$ cat config.mk
export PLATFORM = sky130hd
export DESIGN_NAME = cdr_multi_flat
export DESIGN_NICKNAME = d
export VERILOG_FILES = /design/src/rtl/cdr_multi_if.sv /design/src/rtl/cdr_multi.sv /design/src/flat_wrapper.sv
export SDC_FILE = /design/constraint.sdc
export NUM_CORES = 1
export LEC_CHECK = 0
export CAP_MARGIN = 10
export CORE_ASPECT_RATIO = 1.1
export CORE_MARGIN = 8
export CORE_UTILIZATION = 45
export DETAILED_ROUTE_END_ITERATION = 7
export PLACE_DENSITY = 0.7
export SKIP_LAST_GASP = 1
export SLEW_MARGIN = 20
export SYNTH_ARGS = -nofsm -noshare
export SYNTH_HDL_FRONTEND = slang
export SYNTH_SLANG_ARGS = --single-unit
export TNS_END_PERCENT = 5
$ cat constraint.sdc
create_clock -name i_clk -period 8.6 [get_ports i_clk]
set_input_delay 1.72 -clock i_clk [delete_from_list [all_inputs] [get_ports i_clk]]
set_output_delay 1.72 -clock i_clk [all_outputs]
set_load 0.005 [all_outputs]
$ cat src/rtl/cdr_multi_if.sv
// Strobe/phase inputs and chip decision, lock and correction outputs of cdr_multi.
interface cdr_multi_if #(
    parameter int unsigned N_CH = 2
);
    logic            i_flag;
    logic [N_CH-1:0] i_phase;
    logic [N_CH-1:0] o_data;
    logic            o_valid;
    logic            o_lock;
    logic [1:0]      o_adj;

    modport master (
        output i_flag, i_phase,
        input  o_data, o_valid, o_lock, o_adj
    );

    modport slave (
        input  i_flag, i_phase,
        output o_data, o_valid, o_lock, o_adj
    );
endinterface

$ cat src/rtl/cdr_multi.sv
// Multi-channel chip-timing recovery: early/late loop on channel 0 steers the sample
// counter, all channels are decided at mid-chip, and lock is tracked from edge quality.
module cdr_multi #(
    parameter int unsigned OSR      = 5,
    parameter int unsigned N_CH     = 2,
    parameter int unsigned ACC_W    = 4,
    parameter int unsigned LOCK_CNT = 8,
    parameter int unsigned LOSS_CNT = 32
) (
    input  logic        i_clk,
    input  logic        i_rst,
    cdr_multi_if.slave  bus
);
    localparam int unsigned CntW  = $clog2(OSR);
    localparam int unsigned GoodW = $clog2(LOCK_CNT + 1);
    localparam int unsigned MissW = $clog2(LOSS_CNT + 1);
    localparam int          Th    = 2 ** (ACC_W - 2);
    localparam int unsigned Half  = (OSR - 1) / 2;
    localparam int unsigned Mid   = OSR / 2;
    localparam int unsigned Last  = OSR - 1;

    logic [CntW-1:0]         cnt_q, cnt_d;
    logic signed [ACC_W-1:0] acc_q, acc_d;
    logic signed [1:0]       pend_q, pend_d;
    logic                    prev_q, prev_d;
    logic                    prev_ok_q, prev_ok_d;
    logic [GoodW-1:0]        good_q, good_d;
    logic [MissW-1:0]        miss_q, miss_d;
    logic [N_CH-1:0]         data_q, data_d;
    logic                    valid_q, valid_d;
    logic                    lock_q, lock_d;
    logic [1:0]              adj_q, adj_d;

    logic at_end, is_edge, late, early, is_good, decide;
    int   acc_n, pend_n;

    assign at_end  = (cnt_q == CntW'(Last));
    assign is_edge = prev_ok_q && (bus.i_phase[0] != prev_q);
    assign late    = is_edge && (cnt_q != '0) && (cnt_q <= CntW'(Half));
    assign early   = is_edge && (cnt_q > CntW'(Half));
    assign is_good = is_edge && (at_end || (cnt_q <= CntW'(1)));
    assign decide  = (cnt_q == CntW'(Mid));

    always_comb begin
        cnt_d     = cnt_q;
        acc_d     = acc_q;
        pend_d    = pend_q;
        prev_d    = prev_q;
        prev_ok_d = prev_ok_q;
        good_d    = good_q;
        miss_d    = miss_q;
        data_d    = data_q;
        lock_d    = lock_q;
        valid_d   = 1'b0;
        adj_d     = 2'b00;
        acc_n     = 0;
        pend_n    = 0;
        if (bus.i_flag) begin
            prev_d    = bus.i_phase[0];
            prev_ok_d = 1'b1;
            acc_n     = int'(acc_q) + (late ? 1 : 0) - (early ? 1 : 0);
            pend_n    = at_end ? 0 : int'(pend_q);

            // Corrections only at chip end, so every chip still passes exactly one Mid.
            if (at_end) begin
                if (pend_q == 2'sd1) begin
                    cnt_d = cnt_q;
                    adj_d = 2'b10;
                end else if (pend_q == -2'sd1) begin
                    cnt_d = CntW'(1);
                    adj_d = 2'b01;
                end else begin
                    cnt_d = '0;
                end
            end else begin
                cnt_d = cnt_q + 1'b1;
            end

            if (acc_n == Th) begin
                acc_n = 0;
                if (pend_n < 1) pend_n = pend_n + 1;
            end else if (acc_n == -Th) begin
                acc_n = 0;
                if (pend_n > -1) pend_n = pend_n - 1;
            end
            acc_d  = ACC_W'(acc_n);
            pend_d = 2'(pend_n);

            // Decision is accounted before a coincident good edge clears miss.
            if (decide) begin
                data_d  = bus.i_phase;
                valid_d = 1'b1;
                if (miss_q != MissW'(LOSS_CNT)) miss_d = miss_q + 1'b1;
                if (miss_d == MissW'(LOSS_CNT)) begin
                    lock_d = 1'b0;
                    good_d = '0;
                end
            end

            if (is_good) begin
                miss_d = '0;
                if (good_d != GoodW'(LOCK_CNT)) good_d = good_d + 1'b1;
                if (good_d == GoodW'(LOCK_CNT)) lock_d = 1'b1;
            end else if (is_edge) begin
                good_d = '0;
            end
        end
    end

    always_ff @(posedge i_clk) begin
        if (i_rst) begin
            cnt_q     <= '0;
            acc_q     <= '0;
            pend_q    <= '0;
            prev_q    <= 1'b0;
            prev_ok_q <= 1'b0;
            good_q    <= '0;
            miss_q    <= '0;
            data_q    <= '0;
            valid_q   <= 1'b0;
            lock_q    <= 1'b0;
            adj_q     <= 2'b00;
        end else begin
            cnt_q     <= cnt_d;
            acc_q     <= acc_d;
            pend_q    <= pend_d;
            prev_q    <= prev_d;
            prev_ok_q <= prev_ok_d;
            good_q    <= good_d;
            miss_q    <= miss_d;
            data_q    <= data_d;
            valid_q   <= valid_d;
            lock_q    <= lock_d;
            adj_q     <= adj_d;
        end
    end

    assign bus.o_data  = data_q;
    assign bus.o_valid = valid_q;
    assign bus.o_lock  = lock_q;
    assign bus.o_adj   = adj_q;
endmodule

$ cat src/flat_wrapper.sv
// flat-port wrapper written by rule: the top's interface ports become plain ports
module cdr_multi_flat 
#(
    parameter int unsigned OSR      = 5,
    parameter int unsigned N_CH     = 2,
    parameter int unsigned ACC_W    = 4,
    parameter int unsigned LOCK_CNT = 8,
    parameter int unsigned LOSS_CNT = 32
)
  (i_clk, i_rst, bus_i_flag, bus_i_phase, bus_o_data, bus_o_valid, bus_o_lock, bus_o_adj);
  cdr_multi_if #(.N_CH(N_CH)) bus_i ();
  input  logic i_clk;
  input  logic i_rst;
  input wire logic [$bits(bus_i.i_flag)-1:0] bus_i_flag;
  input wire logic [$bits(bus_i.i_phase)-1:0] bus_i_phase;
  output wire logic [$bits(bus_i.o_data)-1:0] bus_o_data;
  output wire logic [$bits(bus_i.o_valid)-1:0] bus_o_valid;
  output wire logic [$bits(bus_i.o_lock)-1:0] bus_o_lock;
  output wire logic [$bits(bus_i.o_adj)-1:0] bus_o_adj;
  assign bus_i.i_flag = bus_i_flag;
  assign bus_i.i_phase = bus_i_phase;
  assign bus_o_data = bus_i.o_data;
  assign bus_o_valid = bus_i.o_valid;
  assign bus_o_lock = bus_i.o_lock;
  assign bus_o_adj = bus_i.o_adj;
  cdr_multi #(.OSR(OSR), .N_CH(N_CH), .ACC_W(ACC_W), .LOCK_CNT(LOCK_CNT), .LOSS_CNT(LOSS_CNT)) u_core (.i_clk(i_clk), .i_rst(i_rst), .bus(bus_i));
endmodule
==> out/metrics.cfg <==
[power]
ir_drop_mv = 0.0536
power_density_nw_per_um2 = 116
p_total_mw = 0.241
leakagePower_nw = 0.799

[run]
maxCapViolations = 0

[yosys]
async_reset_ff_frac = 0
ys.flop_type = dfxtp_1
ys_seq_area_frac = 0.285
synth_warnings = 0
syn_area_um2 = 1900
synth-seq-cells = 27
synth_cell_type_count = 51
synth_edf_count = 0
synth_nets = 267
synth.avg_cell_area_um2 = 7.91
synth_cells = 240

[timing]
tns_ns = 0
worst_pin_slew_ns = 1.08
setup_viol = 0
clock_skew_ns = 0.00734
drv_slew = 0
slew_headroom = 0.280
fmax_mhz = 177
period_share = 0.657
rsz0062_at_grt = false
finalCriticalPeriod_ns = 5.65
hold_viol = 0

[global_routing]
grt_max_degree = 30
grt_overflow_total = 0
first_global_vias = 1494
grt_usage = 0.121
antenna_found_initial = 0
grt_pass1_wl_um = 6770

[setup_path]
end_kind = register
critPathMaxFanout = 4
path_class = primary input to register
cpMaxStageDelayCell = or4b_2
path_cells = clkdlybuf4s50_1 -> xor2_1 -> nand2_1 -> nor3b_1 -> ha_1 -> ha_1 -> xnor2_1 -> and3_1 -> nand2_1 -> ha_1 -> or4b_2 -> nor4_1 -> and2_1 -> mux2i_1 -> a21oi_1 -> o22ai_1
cp_slowest_stage_delay_ns = 0.68
cp.required_ns = 8.76
cpMostUsedCell = ha_1
cp-start-kind = primary input
cp.arrival_ns = 5.81

[die]
dieArea_um2 = 6550
fp.coreArea_um2 = 4020
die_w_um = 77.9
pin_count = 11
fp.dieH_um = 84.1
placementRows = 24
initial_utilization = 0.472

[drt]
dr.pass1.iters = 4
avgRoutedWirePerCell_um = 12.8
drtIter0Drc = 157
drtAntennaViolNets = 0
vias = 1654
remaining_drc_errors = 0
viasPerCell = 5.55
wl_um = 3800

[layout]
final_cells = 298
antenna_cells = 0
syn_to_final_growth_pct = 9.49
final_nets = 274
finish.utilization = 0.516
drive_above_1_share = 0.0325

[placement]
io_buffers = 10
hpwl_um = 2820
placed_cells = 294
place_congestion = 0.827

[hold_path]
hold_path.class = register to register

[clocking]
cts_tree = yes
worstSkewPairLatency_ns = 0.28
clkTransAtPathRegs_ns = 0.10
postCtsSetupBuffers = 0
clkSinkCount = 27
h-tree-depth = 1
root_buffer = clkbuf_8
cts_hold_buf = 0
numCtsBuffers = 3
cts_resized = 0
clockBufferDepth = 2

[run_status]
status = complete, no violations

-- power by group --
group / internal (mW) / switching [mW] / total (mW)
Combinational: 0.0146 / 0.0213 / 0.0360
Sequential: 0.128 / 0.00367 / 0.132
Clock: 0.0332 / 0.0400 / 0.0733
-- routing by layer --
layer / share of wire / GRT usage / wire length (um)
met1: 0.51 / 0.165 / 1930
met2: 0.44 / 0.179 / 1660
met3: 0.045 / 0.0291 / 171
met4: 0.010 / 0.0405 / 38
met5: 0 / 0 / 0
-- area by class of cell --
type / instances / area (um2)
sequential: 27 / 541
timing repair buffer: 10 / 100
fill: 398 / 1950
tap: 52 / 65.1
multi-input combinational: 189 / 1270
clock buffer: 4 / 45.0
inverter: 16 / 60.1
-- placed cells by master, fill, tap and decap left out, drive strengths merged, types with 6 or more instances in the layout --
cell type,instances
nand3,11
inv,15
clkdlybuf4s50,10
nor2,19
a21oi,20
dfxtp,27
nand2b,6
nand2,26
ha,22
o21ai,14
-- through the flow --
step	hold slack, ns	area (um2)	worst slack, ns
6_report	0.460	2080	2.95
3_5_place_dp	0.455	2030	2.69
2_1_floorplan	0.453	1900	3.58
5_1_grt	0.493	2080	2.60
3_3_place_gp	0.444	2030	2.86
4_1_cts	0.467	2080	2.98
-- final timing paths --
path,end,slack [ns],cells after the start,from
max,u_core.pend_q[0],2.95,16,bus_i_phase[0]
min,u_core.bus.o_data[1],0.46,2,u_core.bus.o_data[1]
max reg2reg,u_core.pend_q[0],4.45,17,u_core.cnt_q[0]
min reg2reg,u_core.bus.o_data[1],0.46,2,u_core.bus.o_data[1]
-- cells in the mapped netlist, drive strengths merged (2+ instances only) --
library cell	n	share of area
nor2b	4	0.013
or3b	2	0.0092
or4	2	0.0079
o22ai	2	0.0066
or3	4	0.013
o21ai	14	0.037
xnor2	4	0.018
ha	22	0.15
and3b	2	0.0092
xor2	4	0.022
nor3	3	0.0079
nand2b	6	0.020
nand3	11	0.029
o211ai	2	0.0079
nand2	26	0.051
nor4	4	0.013
clkbuf	7	0.014
dfxtp	27	0.28
nor3b	4	0.016
a21oi	20	0.055
a211oi	3	0.012
nand3b	3	0.012
inv	15	0.030
and2	3	0.0099
and3	3	0.0099
mux2i	3	0.016
or4bb	2	0.012
nor2	19	0.038
-- registers in the layout (all words and copies together) (netlist names) --
register / flops
u_core.bus.o_adj: 2
u_core.pend_q: 2
u_core.prev_q: 1
u_core.bus.o_data: 2
u_core.bus.o_valid: 1
u_core.good_q: 4
u_core.acc_q: 4
u_core.miss_q: 6
u_core.prev_ok_q: 1
u_core.cnt_q: 3
u_core.bus.o_lock: 1
-- critical path: cells and delay by family --
family | cells | cell delay, ns
XOR/XNOR | 2 | 0.47
buffers and inverters | 1 | 0.51
AND/OR/NAND/NOR | 7 | 1.99
AO/OA/AOI/OAI | 2 | 0.31
adder cells (fa/ha/maj) | 3 | 0.73
multiplexers | 1 | 0.08
-- logic make-up (layout without fill, tap and decap cells) --
| logic type | Yosys count | after routing | share of synthesized area |
|---|---|---|---|
| fa+ha+maj | 22 | 22 | 0.145 |
| flops | 27 | 27 | 0.285 |
| xor+xnor | 8 | 8 | 0.0409 |
| buf+inv | 24 | 30 | 0.0475 |
| compound gates | 53 | 53 | 0.173 |
| mux | 3 | 3 | 0.0158 |
| simple gates | 103 | 103 | 0.293 |
(Power assumes the default switching activity.)
